$ cat config.mk
export PLATFORM = sky130hd
export DESIGN_NAME = ysyx_22040237_ifu_flat
export DESIGN_NICKNAME = d
export VERILOG_FILES = /design/src/rtl/ysyx_22040237_ifu_if.sv /design/src/rtl/ysyx_22040237_ifu.sv /design/src/flat_wrapper.sv
export SDC_FILE = /design/constraint.sdc
export NUM_CORES = 1
export LEC_CHECK = 0
export BUFFER_PORTS_ARGS = -buffer_cell sky130_fd_sc_hd__buf_2
export CORE_ASPECT_RATIO = 1.1
export CORE_MARGIN = 2
export CORE_UTILIZATION = 53
export CTS_BUF_LIST = sky130_fd_sc_hd__clkbuf_4
export CTS_CLUSTER_DIAMETER = 120
export DETAILED_ROUTE_END_ITERATION = 8
export GPL_TIMING_DRIVEN = 0
export PLACE_DENSITY_LB_ADDON = 0.25
export SLEW_MARGIN = 30
export SYNTH_ARGS = -nofsm -noshare
export SYNTH_HDL_FRONTEND = slang
export SYNTH_SLANG_ARGS = --single-unit
$ cat constraint.sdc
create_clock -name clk -period 3.45 [get_ports clk]
set_clock_uncertainty 0.2 [all_clocks]
set_input_delay 0 -clock clk [delete_from_list [all_inputs] [get_ports clk]]
set_output_delay 0 -clock clk [all_outputs]
set_load 0.05 [all_outputs]
$ cat src/rtl/ysyx_22040237_ifu_if.sv
// Fetch-unit bus bundle: instruction-memory port, decode handshake and jump redirect.
// YSYX_22040237_IFU_MISALIGN_CHK_EN adds the if_misalign trap flag.
interface ysyx_22040237_ifu_if #(
  parameter int unsigned PC_W = 32
);
  logic            imem_req_valid;
  logic            imem_req_ready;
  logic [PC_W-1:0] imem_req_addr;
  logic            imem_rsp_valid;
  logic [31:0]     imem_rsp_data;
  logic            if_valid;
  logic            if_ready;
  logic [PC_W-1:0] if_pc;
  logic [31:0]     if_inst;
  logic            redir_valid;
  logic [PC_W-1:0] redir_op1;
  logic [PC_W-1:0] redir_op2;
  logic            redir_jalr;
`ifdef YSYX_22040237_IFU_MISALIGN_CHK_EN
  logic            if_misalign;
`endif

  // Fetch unit side
  modport master (
    output imem_req_valid, imem_req_addr,
    input  imem_req_ready, imem_rsp_valid, imem_rsp_data,
    output if_valid, if_pc, if_inst,
    input  if_ready, redir_valid, redir_op1, redir_op2, redir_jalr
`ifdef YSYX_22040237_IFU_MISALIGN_CHK_EN
    , output if_misalign
`endif
  );

  // Memory / decode side
  modport slave (
    input  imem_req_valid, imem_req_addr,
    output imem_req_ready, imem_rsp_valid, imem_rsp_data,
    input  if_valid, if_pc, if_inst,
    output if_ready, redir_valid, redir_op1, redir_op2, redir_jalr
`ifdef YSYX_22040237_IFU_MISALIGN_CHK_EN
    , input if_misalign
`endif
  );
endinterface

$ cat src/rtl/ysyx_22040237_ifu.sv
// Instruction fetch unit: owns the PC, fetches one word at a time, presents {pc, inst} to decode.
// YSYX_22040237_IFU_MISALIGN_CHK_EN traps on redirect targets with bit 1 set.
module ysyx_22040237_ifu #(
  parameter int unsigned     PC_W     = 32,
  parameter logic [PC_W-1:0] RESET_PC = PC_W'(32'h8000_0000)
) (
  input logic                clk,
  input logic                rst_n,
  ysyx_22040237_ifu_if.master bus
);
  localparam logic [31:0] NOP = 32'h0000_0013;

  typedef enum logic [1:0] {S_REQ, S_WAIT, S_HOLD, S_TRAP} state_e;

  state_e          state_q;
  logic [PC_W-1:0] pc_q;
  logic [PC_W-1:0] if_pc_q;
  logic [31:0]     if_inst_q;
  logic            drop_q;
  logic            req_valid_q;
  logic            if_valid_q;
  logic [PC_W-1:0] target;
  logic            redir;

  // Jump target: modular sum, bit 0 cleared for jalr
  always_comb begin
    target = bus.redir_op1 + bus.redir_op2;
    if (bus.redir_jalr) target[0] = 1'b0;
  end

  assign redir = bus.redir_valid;

`ifdef YSYX_22040237_IFU_MISALIGN_CHK_EN
  logic misalign_q;
  logic trap_c;
  assign trap_c          = redir & target[1] & (state_q != S_TRAP);
  assign bus.if_misalign = misalign_q;

  always_ff @(posedge clk or negedge rst_n) begin
    if (!rst_n)      misalign_q <= 1'b0;
    else if (trap_c) misalign_q <= 1'b1;
  end
`endif

  always_ff @(posedge clk or negedge rst_n) begin
    if (!rst_n) begin
      state_q     <= S_REQ;
      pc_q        <= RESET_PC;
      drop_q      <= 1'b0;
      req_valid_q <= 1'b0;
      if_valid_q  <= 1'b0;
      if_pc_q     <= RESET_PC;
      if_inst_q   <= NOP;
    end else
`ifdef YSYX_22040237_IFU_MISALIGN_CHK_EN
    // A misaligned target is never fetched; the trap is presented until reset
    if (trap_c) begin
      state_q     <= S_TRAP;
      req_valid_q <= 1'b0;
      if_valid_q  <= 1'b1;
      if_pc_q     <= target;
      if_inst_q   <= NOP;
    end else
`endif
    begin
      case (state_q)
        S_REQ: begin
          if (req_valid_q && bus.imem_req_ready) begin
            req_valid_q <= 1'b0;
            state_q     <= S_WAIT;
            if (redir) begin
              pc_q   <= target;
              drop_q <= 1'b1;
            end
          end else begin
            req_valid_q <= 1'b1;
            if (redir) pc_q <= target;
          end
        end
        S_WAIT: begin
          if (bus.imem_rsp_valid) begin
            // Stale response (redirect already taken or arriving now) is discarded
            if (drop_q || redir) begin
              drop_q      <= 1'b0;
              state_q     <= S_REQ;
              req_valid_q <= 1'b1;
              if (redir) pc_q <= target;
            end else begin
              if_inst_q  <= bus.imem_rsp_data;
              if_pc_q    <= pc_q;
              if_valid_q <= 1'b1;
              state_q    <= S_HOLD;
            end
          end else if (redir) begin
            pc_q   <= target;
            drop_q <= 1'b1;
          end
        end
        S_HOLD: begin
          if (redir) begin
            if_valid_q  <= 1'b0;
            pc_q        <= target;
            state_q     <= S_REQ;
            req_valid_q <= 1'b1;
          end else if (bus.if_ready) begin
            if_valid_q  <= 1'b0;
            pc_q        <= pc_q + PC_W'(4);
            state_q     <= S_REQ;
            req_valid_q <= 1'b1;
          end
        end
`ifdef YSYX_22040237_IFU_MISALIGN_CHK_EN
        S_TRAP: ;
`endif
        default: state_q <= S_REQ;
      endcase
    end
  end

  assign bus.imem_req_valid = req_valid_q;
  assign bus.imem_req_addr  = pc_q;
  assign bus.if_valid       = if_valid_q;
  assign bus.if_pc          = if_pc_q;
  assign bus.if_inst        = if_inst_q;
endmodule

$ cat src/flat_wrapper.sv
// flat-port wrapper written by rule: the top's interface ports become plain ports
module ysyx_22040237_ifu_flat 
#(
  parameter int unsigned     PC_W     = 32,
  parameter logic [PC_W-1:0] RESET_PC = PC_W'(32'h8000_0000)
)
  (clk, rst_n, bus_imem_req_valid, bus_imem_req_addr, bus_imem_req_ready, bus_imem_rsp_valid, bus_imem_rsp_data, bus_if_valid, bus_if_pc, bus_if_inst, bus_if_ready, bus_redir_valid, bus_redir_op1, bus_redir_op2, bus_redir_jalr);
  ysyx_22040237_ifu_if #(.PC_W(PC_W)) bus_i ();
  input logic clk;
  input logic rst_n;
  output wire logic [$bits(bus_i.imem_req_valid)-1:0] bus_imem_req_valid;
  output wire logic [$bits(bus_i.imem_req_addr)-1:0] bus_imem_req_addr;
  input wire logic [$bits(bus_i.imem_req_ready)-1:0] bus_imem_req_ready;
  input wire logic [$bits(bus_i.imem_rsp_valid)-1:0] bus_imem_rsp_valid;
  input wire logic [$bits(bus_i.imem_rsp_data)-1:0] bus_imem_rsp_data;
  output wire logic [$bits(bus_i.if_valid)-1:0] bus_if_valid;
  output wire logic [$bits(bus_i.if_pc)-1:0] bus_if_pc;
  output wire logic [$bits(bus_i.if_inst)-1:0] bus_if_inst;
  input wire logic [$bits(bus_i.if_ready)-1:0] bus_if_ready;
  input wire logic [$bits(bus_i.redir_valid)-1:0] bus_redir_valid;
  input wire logic [$bits(bus_i.redir_op1)-1:0] bus_redir_op1;
  input wire logic [$bits(bus_i.redir_op2)-1:0] bus_redir_op2;
  input wire logic [$bits(bus_i.redir_jalr)-1:0] bus_redir_jalr;
  assign bus_imem_req_valid = bus_i.imem_req_valid;
  assign bus_imem_req_addr = bus_i.imem_req_addr;
  assign bus_i.imem_req_ready = bus_imem_req_ready;
  assign bus_i.imem_rsp_valid = bus_imem_rsp_valid;
  assign bus_i.imem_rsp_data = bus_imem_rsp_data;
  assign bus_if_valid = bus_i.if_valid;
  assign bus_if_pc = bus_i.if_pc;
  assign bus_if_inst = bus_i.if_inst;
  assign bus_i.if_ready = bus_if_ready;
  assign bus_i.redir_valid = bus_redir_valid;
  assign bus_i.redir_op1 = bus_redir_op1;
  assign bus_i.redir_op2 = bus_redir_op2;
  assign bus_i.redir_jalr = bus_redir_jalr;
  ysyx_22040237_ifu #(.PC_W(PC_W), .RESET_PC(RESET_PC)) u_core (.clk(clk), .rst_n(rst_n), .bus(bus_i));
endmodule
==> impl_results.md, run 1 <==
* Crit path DAT at approximately 3500 ps
* Die Width at 108 um
* Mean Syn Cell Area at roughly 9.8 sq um
* GRT Residual Overflow at 0
* Critical path launch point type: primary input
* DRC at 0
* Port bufs at ~200
* Seq cells post-synth at 101
* Synth Net Count at between 700 and 800
* Top cells by area, synth: dfrtp_1, mux2_2, ha_1
* Drt first-iter violations at 379
* Largest net degree at the start of global routing at 62
* Worst IR Drop VDD at between 0.6 and 0.7 mV
* Vias in the first global route at roughly 6400
* Largest area contributor in the synthesized netlist: dfrtp_1
* Clk buf depth at 2
* CP required at between 3000 and 4000 ps
* Dominant cell by count in the synthesized netlist: dfrtp_1
* ANT nets after route at 0
* DR vias at 6371
* Initial antenna violation count at 1
* Gate Count Post-Synth at between 600 and 700
* Power after layout at between 0.006 and 0.007 W
* Fin. max-slew vios at 0
* Sequential-to-total area share from yosys stat at 0.404
* Largest fanout on the critical path at 4
* Critical path type: primary input to register
* Post-synth cell types at about 70
* DP Wirelength at between 10000 and 15000 um
* Post-CTS Setup Inserts at 0
* Die Footprint at around 13000 sq um
* Ys async rst share at 1.00
* Area Overhead vs Synth at 35.7%
* Filler cell count in the final layout at between 800 and 900
* Synthesized cell area at 6270 sq um
* Number of synthesized flops with an enable pin at 0
* WL per Instance at between 15 and 20 um
* Most instantiated cells after synthesis: dfrtp_1, mux2_2, a21oi_1
* Worst Tran Pin Value at 907 ps
* CTS clk-pin slew, worst paths at 150 ps
* PwrDens at between 800 and 900 nW/um^2
* Setup violators final at 0
* Fmax at about 300 MHz
* Minimum clock period at 3300 ps
* Final Hold Viols at 0
* Endpoint class of the critical path: register
* First-pass GRT wire length at roughly 30000 um
* Max Cap Violations at 0
* # rows at 41
* Root buffer cell: clkbuf_4
* GRT Total Usage at 0.296
* Unrepaired setup endpoints after global routing: false
* Top-area cell type share of the netlist area at 0.383
* Cts bufs inserted at 9
* Fin crit share at 0.956
* Drt total wl at 18800 um
* Synth warnings at 0
* Result of the run: finished clean
* Pleak at slightly below 4 nW
* Layout cells sized above 1 at 0.333
* Final TNS setup at 0 ps
* Core area at 11500 sq um
* I/O pins at ~200
* Detail-routed via count per cell at approximately 5.8
* HP Class: primary input to register
* Initial core utilization at 0.546
* CTS tree: yes
* Nets at 1082
* H-tree levels at 3
* Synth Flop Type: dfrtp_1
* Skew-Pair Late Insertion Delay at between 400 and 500 ps
* Clock Sinks at slightly above 100
* Drt pass-1 iters at 5
* Die Span Y at roughly 120 um
* Final Core Density at 0.741
* Final RePlAce weighted congestion at roughly 0.90
* Slew headroom at 0.390
## metrics by stage
stage          area, sq um  setup slack (ps)  cells  hold WS (ps)
2_1_floorplan         6270               668    642          -496
3_3_place_gp          7450               371    991          32.3
3_5_place_dp          7490               310    992          -254
4_1_cts               8500               147   1097          3.70
5_1_grt               8510              16.7   1098          37.0
6_report              8510               152   1098          8.61
## critical path, cell delays in order
cell and delay [ps]:
dlygate4sd3_1 530, buf_2 120, ha_1 310, nor2b_1 160, o31ai_1 540, a211oi_2 210, nor4_2 360, o21bai_1 240
o31ai_2 280, nand4b_1 120, dlygate4sd3_1 580, nand3_1 60
## repair_timing
action / in CTS / in global routing
resized for setup: 0 / 2
endpoints found under the setup margin: 0 / 2
hold buffers: 89 / 0
hold endpoints to repair: 161 / 0
## layout make-up
type                            count  area, sq um  share of cell area
Clock inverter                      5         27.5             0.00323
Multi-Input combinational cell    498         3550               0.418
Tap cell                          150          188              0.0221
Antenna cell                        1         2.50            0.000294
Timing Repair Buffer              289         1930               0.227
Inverter                           12         45.0             0.00529
Buffer                             31          145              0.0171
Sequential cell                   101         2530               0.298
Clock buffer                       11         82.6             0.00970
## where the power goes
group          internal (W)  switching, W  leakage, nW
Sequential          0.00175      0.000502         1.20
Clock              0.000160      0.000387       0.0596
Combinational       0.00121       0.00298         2.70
## worst paths after layout
check	cells past startpoint	from	slack [ps]	end
max in group asynchronous	4	rst_n	2300	u_core.bus.if_inst[0]
min in group asynchronous	4	rst_n	410	u_core.bus.if_pc[0]
hold reg to reg	1	u_core.bus.if_inst[11]	320	u_core.bus.if_inst[11]
setup / recovery	12	bus_redir_op1[2]	150	u_core.bus.imem_req_addr[30]
setup reg to reg	10	u_core.state_q[1]	330	u_core.bus.imem_req_addr[20]
hold / removal	4	bus_redir_op1[27]	9	u_core.bus.imem_req_addr[27]
## metal layers
metal  share of wire  routed length, um  track usage
met5               0                  0            0
met4           0.027                505        0.115
met1            0.41               7690        0.359
met2            0.51               9530        0.526
met3           0.058               1100       0.0432
## logic make-up (layout without fill, tap and decap cells)
kind of cell / after synthesis / in the layout / share of synthesized area
multiplexers: 66 / 66 / 0.118
adder cells (fa/ha/maj): 37 / 37 / 0.0750
buffers and inverters: 43 / 348 / 0.0303
XOR/XNOR: 25 / 25 / 0.0349
AND/OR/NAND/NOR: 190 / 190 / 0.156
other: 0 / 1 / 0
AO/OA/AOI/OAI: 180 / 180 / 0.181
flip-flops: 101 / 101 / 0.404
## state kept, by name, indices dropped and copies added, names as in the netlist
name / count
u_core.bus.if_valid: 1
u_core.drop_q: 1
u_core.state_q: 2
u_core.bus.if_inst: 32
u_core.bus.if_pc: 32
u_core.bus.imem_req_valid: 1
u_core.bus.imem_req_addr: 32
## cells in the final DEF (no fill, tap or decap), types with 3 or more instances in the layout
cell           count
a211oi_1           6
a21o_1             9
a21oi_1           64
a311oi_1           4
a31oi_1            6
and2_1             3
and3_1            10
buf_2            205
buf_4              3
clkbuf_1          19
clkbuf_4          11
clkinv_1           3
dfrtp_1           96
dfstp_2            5
dlygate4sd3_1     88
ha_1              36
inv_1             12
mux2_2            65
nand2_1           59
nand2b_1           3
nand3_1           12
nand4_1           11
nand4b_1           3
nor2_1            42
nor2b_1            5
nor3_1            15
nor4_1             5
o21a_1             6
o21ai_0           36
o21bai_1           7
o221ai_1           4
o22ai_1           11
or2_2              3
or3_1              4
xnor2_1           11
xor2_1            14
(Power assumes the default switching activity.)
==> run 2, diff against run 1 <==
--- a/config.mk
+++ b/config.mk
@@ -7,7 +7,6 @@
 export LEC_CHECK = 0
 export BUFFER_PORTS_ARGS = -buffer_cell sky130_fd_sc_hd__buf_2
 export CORE_ASPECT_RATIO = 1.1
-export CORE_MARGIN = 2
 export CORE_UTILIZATION = 53
 export CTS_BUF_LIST = sky130_fd_sc_hd__clkbuf_4
 export CTS_CLUSTER_DIAMETER = 120
==> constraint.sdc (replaced) <==
create_clock -name clk -period 3.79 [get_ports clk]
set_clock_uncertainty 0.2 [all_clocks]
set_input_delay 0 -clock clk [delete_from_list [all_inputs] [get_ports clk]]
set_output_delay 0 -clock clk [all_outputs]
set_load 0.05 [all_outputs]
==> impl_results.md, run 2 (synthesis gave the netlist of run 1 again) <==
* Result of the run: finished clean
* Seq pwr share at 0.323
* Cts bufs inserted at 9
* Die Footprint at 12300 sq um
* Fin crit share at 0.943
* Final Core Density at 0.736
* Port bufs at roughly 200
* Psw at approximately 0.0035 W
* Crit path buf inv count at 4
* Initial core utilization at 0.546
* Worst IR Drop VDD at around 0.54 mV
* Die Span Y at between 100 and 150 um
* ANT nets after route at 0
* Clk buf depth at 2
* Critical path type: primary input to register
* WL per Instance at 16.8 um
* CTS clk-pin slew, worst paths at between 100 and 150 ps
* Minimum clock period at around 3600 ps
* Largest net degree at the start of global routing at 62
* GRT Total Usage at 0.299
* Nets at ~1100
* GRT Residual Overflow at 0
* Pleak at 3.93 nW
* CP most frequent cell: dlygate4sd3_1
* CP delay by family, top: buffers and inverters
* CTS tree: yes
* DP Wirelength at between 10000 and 15000 um
* Slew headroom at 0.408
* H-tree levels at 3
* R2R Setup Slk at about 240 ps
* Fmax at 280 MHz
* # rows at 41
* Setup violators final at 0
* Commonest non-fill, non-tap cells in the layout: buf_2, dfrtp_1, dlygate4sd3_1
* Drt pass-1 iters at 7
* Critical path launch point type: primary input
* Area Overhead vs Synth at 35.0%
* Setup WS post-layout at 215 ps
* Clock Power Share at 0.076
* DR vias at roughly 6300
* Drt total wl at around 18000 um
* Crit path DAT at around 3800 ps
* Post-CTS Setup Inserts at 0
* Max Cap Violations at 0
* First-pass GRT wire length at 29000 um
* PwrDens at about 750 nW/um^2
* Die Width at 106 um
* I/O pins at approximately 200
* Non-filler cells, final at approximately 1100
* Cell internal pwr at between 0.002 and 0.003 W
* Setup WS pre-CTS at between 500 and 600 ps
* Most common cell after layout, fill and taps aside: buf_2
* Fin. max-slew vios at 0
* Clock Sinks at between 100 and 150
* Drt first-iter violations at roughly 420
* Hold path startpoint: bus_redir_op2[14]
* Detail-routed via count per cell at 5.78
* Final RePlAce weighted congestion at 0.912
* Sw frac at 0.553
* Placed Instances at 992
* Final TNS setup at 0 ps
* DRC at 0
* Unrepaired setup endpoints after global routing: false
* Worst r2r src: u_core.state_q[1]
* Skew-Pair Late Insertion Delay at between 400 and 500 ps
* Final Hold Viols at 0
* Largest fanout on the critical path at 5
* Worst R2R End: u_core.bus.imem_req_addr[2]
* Layout cells sized above 1 at 0.339
* CP required at 3980 ps
* Vias in the first global route at between 6000 and 7000
* Root buffer cell: clkbuf_4
* Max stage delay cell, worst path: dlygate4sd3_1
* Min-Delay Endpoint: u_core.bus.imem_req_addr[14]
* Comb power frac at 0.601
* Worst-case reg-to-reg path depth at 10
* Initial antenna violation count at 1
* HP Class: primary input to register
* Core area at 11500 sq um
* CP max stage delay at approximately 580 ps
* Endpoint class of the critical path: register
* Hold Path Stages at 5
* Worst Tran Pin Value at between 800 and 900 ps
* Critical-path cell list: dlygate4sd3_1 > buf_2 > ha_1 > and3_1 > a21boi_1 > o311a_1 > nor4_4 > o21bai_2 > o31ai_2 > nand4b_1 > dlygate4sd3_1 > nand3_1 > dlygate4sd3_1
## run 2: cell count changes in the layout (fill, tap and decap cells not counted)
| cell | delta |
|---|---|
| dlygate4sd3_1 | -7 |
| a21oi_1 | -1 |
| a21oi_2 | +1 |
| clkinv_1 | -1 |
| clkinv_2 | +1 |
| clkinv_4 | -1 |
| clkinvlp_4 | +1 |
| nor4_1 | -1 |
| nor4_4 | +1 |
| o21bai_1 | -1 |
| o21bai_2 | +1 |
## run 2: power groups by stage
stage / Combinational, W / Clock (W) / Sequential, W
after floorplan: 0.00105 / 0 / 0.00371
after global placement: 0.00360 / 0 / 0.00202
after detailed placement: 0.00367 / 0 / 0.00207
after CTS: 0.00380 / 0.000495 / 0.00204
after global routing: 0.00404 / 0.000539 / 0.00212
final: 0.00383 / 0.000487 / 0.00206
## run 2: worst min-delay path, delay by kind of cell
family	cells	cell delay, ps
XOR/XNOR	1	100
buffers and inverters	1	80
AO/OA/AOI/OAI	2	210
adder cells (fa/ha/maj)	1	240
## run 2: timing repair
action / 4_1_cts / 5_1_grt
setup endpoints to repair: 0 / 2
hold endpoints to repair: 160 / 0
hold buffers: 82 / 0
resized for setup: 0 / 6
## run 2: area by class of cell
class | instances | area [sq um]
diodes | 1 | 2.50
plain buffers | 31 | 145
clock buffers | 11 | 82.6
clock inverters | 5 | 27.5
fillers | 867 | 3030
inverters | 12 | 45.0
multi-input cells | 498 | 3580
flip-flops and latches | 101 | 2530
well taps | 150 | 188
repair buffers | 282 | 1860
## run 2: through the flow
step	total power (W)	cell area (sq um)	hold WS, ps
detailed placement	0.00574	7490	-255
CTS	0.00633	8430	2.01
finish	0.00638	8460	16.2
floorplan	0.00477	6270	-496
global route	0.00670	8460	48.7
global placement	0.00562	7450	32.2
## run 2: how the worst max path moves through the flow
stage | from | end | slack (ps) | cells past startpoint
CTS | bus_redir_op1[10] | u_core.bus.imem_req_addr[30] | 90 | 13
finish | bus_redir_op1[10] | u_core.bus.imem_req_addr[30] | 210 | 13
detailed placement | u_core.state_q[1] | u_core.bus.imem_req_addr[20] | 540 | 10
global placement | u_core.state_q[1] | u_core.bus.imem_req_addr[20] | 680 | 10
global route | bus_redir_op1[10] | u_core.bus.imem_req_addr[30] | 10 | 13
floorplan | u_core.bus.imem_req_addr[2] | u_core.bus.imem_req_addr[30] | 1010 | 9
## run 2: metal layers
layer  routed length (um)  GRT usage
met3                 1170     0.0343
met2                 9360      0.538
met5                    0          0
met4                  480      0.127
met1                 7330      0.366
==> run 3, diff against run 2 <==
--- a/config.mk
+++ b/config.mk
@@ -6,13 +6,16 @@
 export NUM_CORES = 1
 export LEC_CHECK = 0
 export BUFFER_PORTS_ARGS = -buffer_cell sky130_fd_sc_hd__buf_2
+export CELL_PAD_IN_SITES_DETAIL_PLACEMENT = 1
+export CELL_PAD_IN_SITES_GLOBAL_PLACEMENT = 2
 export CORE_ASPECT_RATIO = 1.1
-export CORE_UTILIZATION = 53
+export CORE_UTILIZATION = 32
 export CTS_BUF_LIST = sky130_fd_sc_hd__clkbuf_4
 export CTS_CLUSTER_DIAMETER = 120
 export DETAILED_ROUTE_END_ITERATION = 8
+export GPL_ROUTABILITY_DRIVEN = 0
 export GPL_TIMING_DRIVEN = 0
-export PLACE_DENSITY_LB_ADDON = 0.25
+export PLACE_DENSITY_LB_ADDON = 0.1
 export SLEW_MARGIN = 30
 export SYNTH_ARGS = -nofsm -noshare
 export SYNTH_HDL_FRONTEND = slang
==> impl_results.md, run 3 (synthesis gave the netlist of run 1 again) <==
* Critical-path cell list: dlygate4sd3_1 > buf_2 > ha_1 > dlygate4sd3_1 > clkbuf_2 > a21o_1 > a211o_1 > nor4_4 > o21bai_1 > o31ai_1 > nand4b_1 > dlygate4sd3_1 > nand3_1
* Post-CTS Setup Inserts at 0
* Pleak at 4.04 nW
* Psw at around 0.0036 W
* Clk buf depth at 2
* Commonest non-fill, non-tap cells in the layout: buf_2, dlygate4sd3_1, dfrtp_1
* R2R Setup Slk at between 300 and 400 ps
* Comb power frac at 0.595
* Clock Sinks at about 100
* Port bufs at 199
* Die Span Y at 149 um
* CTS clk-pin slew, worst paths at between 150 and 200 ps
* Minimum clock period at 3620 ps
* Most common cell after layout, fill and taps aside: buf_2
* CP max stage delay at roughly 600 ps
* Drt pass-1 iters at 4
* CP required at 4040 ps
* Critical path launch point type: primary input
* Max Cap Violations at 0
* Worst R2R End: u_core.bus.imem_req_addr[2]
* Crit path DAT at around 3900 ps
* Endpoint class of the critical path: register
* Post-Layout Inst Area at between 8000 and 9000 sq um
* CTS tree: yes
* Max stage delay cell, worst path: dlygate4sd3_1
* WL per Instance at approximately 18 um
* Fmax at roughly 280 MHz
* Fin. max-slew vios at 0
* Largest net degree at the start of global routing at 52
* GRT Residual Overflow at 0
* Root buffer cell: clkbuf_4
* Final TNS setup at 0 ps
* Min-Delay Endpoint: u_core.bus.imem_req_addr[24]
* Worst IR Drop VDD at 0.394 mV
* Worst r2r src: u_core.state_q[0]
* Filler cell count in the final layout at approximately 2200
* Result of the run: finished clean
* DP Wirelength at roughly 16000 um
* Hold path startpoint: bus_redir_op2[23]
* HP Class: primary input to register
* Fin crit share at 0.956
* Worst-case reg-to-reg path depth at 10
* Layout cells sized above 1 at 0.330
* DRC at 0
* I/O pins at approximately 200
* Initial antenna violation count at 1
* Nets at around 1100
* Setup violators final at 0
* Skew-Pair Late Insertion Delay at just under 500 ps
* Final Hold Viols at 0
* Cell internal pwr at approximately 0.0029 W
* Hold Path Stages at 5
* Detail-routed via count per cell at 5.12
* Drt first-iter violations at between 150 and 200
* Worst Tran Pin Value at 943 ps
* Die Footprint at ~20000 sq um
* Clock Power Share at 0.088
* # rows at 53
* H-tree levels at 3
* Unrepaired setup endpoints after global routing: false
* Largest fanout on the critical path at 7
* Sw frac at 0.557
* Seq pwr share at 0.316
* Vias in the first global route at about 6600
* Die Width at between 100 and 150 um
* CP most frequent cell: dlygate4sd3_1
* ANT nets after route at 0
* Core area at 19200 sq um
* First-pass GRT wire length at 33900 um
* Placed cell areas at 7610 sq um
* Area Overhead vs Synth at 41.0%
* Initial core utilization at 0.327
* DR vias at 6203
* Cts bufs inserted at 9
* Slew headroom at 0.366
* GRT Total Usage at 0.213
* PwrDens at 736 nW/um^2
* Critical path type: primary input to register
* Drt total wl at roughly 21000 um
## run 3: changes by cell type in the layout (fill, tap and decap cells not counted), sizes merged
cell / before / now
clkinvlp: 2 / 1
dlygate4sd3: 81 / 105
clkbuf: 31 / 30
clkinv: 3 / 2
inv: 12 / 15
## run 3: power groups by stage
stage	clock network, W	registers (W)	logic (W)
2_1_floorplan	0	0.00371	0.00105
3_3_place_gp	0	0.00204	0.00367
3_5_place_dp	0	0.00209	0.00373
4_1_cts	0.000593	0.00206	0.00388
5_1_grt	0.000635	0.00214	0.00411
6_report	0.000575	0.00206	0.00387
## run 3: layout make-up
| cell class | instances | area [sq um] | share of cell area |
|---|---|---|---|
| buffer | 31 | 145 | 0.0164 |
| tap | 247 | 309 | 0.0350 |
| multi-input combinational | 498 | 3560 | 0.403 |
| clock inverter | 6 | 53.8 | 0.00609 |
| inverter | 12 | 45.0 | 0.00510 |
| sequential | 101 | 2530 | 0.287 |
| antenna | 1 | 2.50 | 0.000283 |
| clock buffer | 10 | 75.1 | 0.00850 |
| timing repair buffer | 306 | 2110 | 0.239 |
## run 3: worst max path at each step
stage,start,to,slack [ps],depth (start not counted)
final,bus_redir_op1[17],u_core.bus.imem_req_addr[30],170,13
after global placement,u_core.state_q[1],u_core.bus.imem_req_addr[20],560,10
after detailed placement,bus_redir_op2[0],u_core.bus.imem_req_addr[24],510,12
after global routing,bus_redir_op1[17],u_core.bus.imem_req_addr[30],40,13
after floorplan,u_core.bus.imem_req_addr[2],u_core.bus.imem_req_addr[30],1010,9
after CTS,u_core.state_q[0],u_core.bus.imem_req_addr[2],40,10
## run 3: per-layer routing
metal,global-route usage,vias up,part of all wire
li1,-,3003,-
met1,0.268,3039,0.45
met2,0.388,145,0.51
met3,0.0326,16,0.037
met4,0.0371,0,0.0066
met5,0,-,0
## run 3: timing repair
item                                    4_1_cts  5_1_grt
endpoints found under the setup margin        0        3
hold endpoints to repair                    167        0
gates resized for setup                       0        3
hold buffers                                106        0
## run 3: critical path, delay by kind of cell
kind,cells,cell delay (ps)
buffers and inverters,5,1960
AO/OA/AOI/OAI,4,1110
AND/OR/NAND/NOR,3,570
adder cells (fa/ha/maj),1,250
## run 3: per-stage QoR
stage	power, W	utilization	std cells	hold slack, ps	worst slack, ps
3_5_place_dp	0.00582	0.397	1089	-202	509
3_3_place_gp	0.00571	0.395	1088	35.0	564
4_1_cts	0.00654	0.460	1211	0.451	44.8
5_1_grt	0.00688	0.461	1212	4.02	41.3
2_1_floorplan	0.00477	-	642	-496	1010
6_report	0.00650	0.461	1212	33.0	165
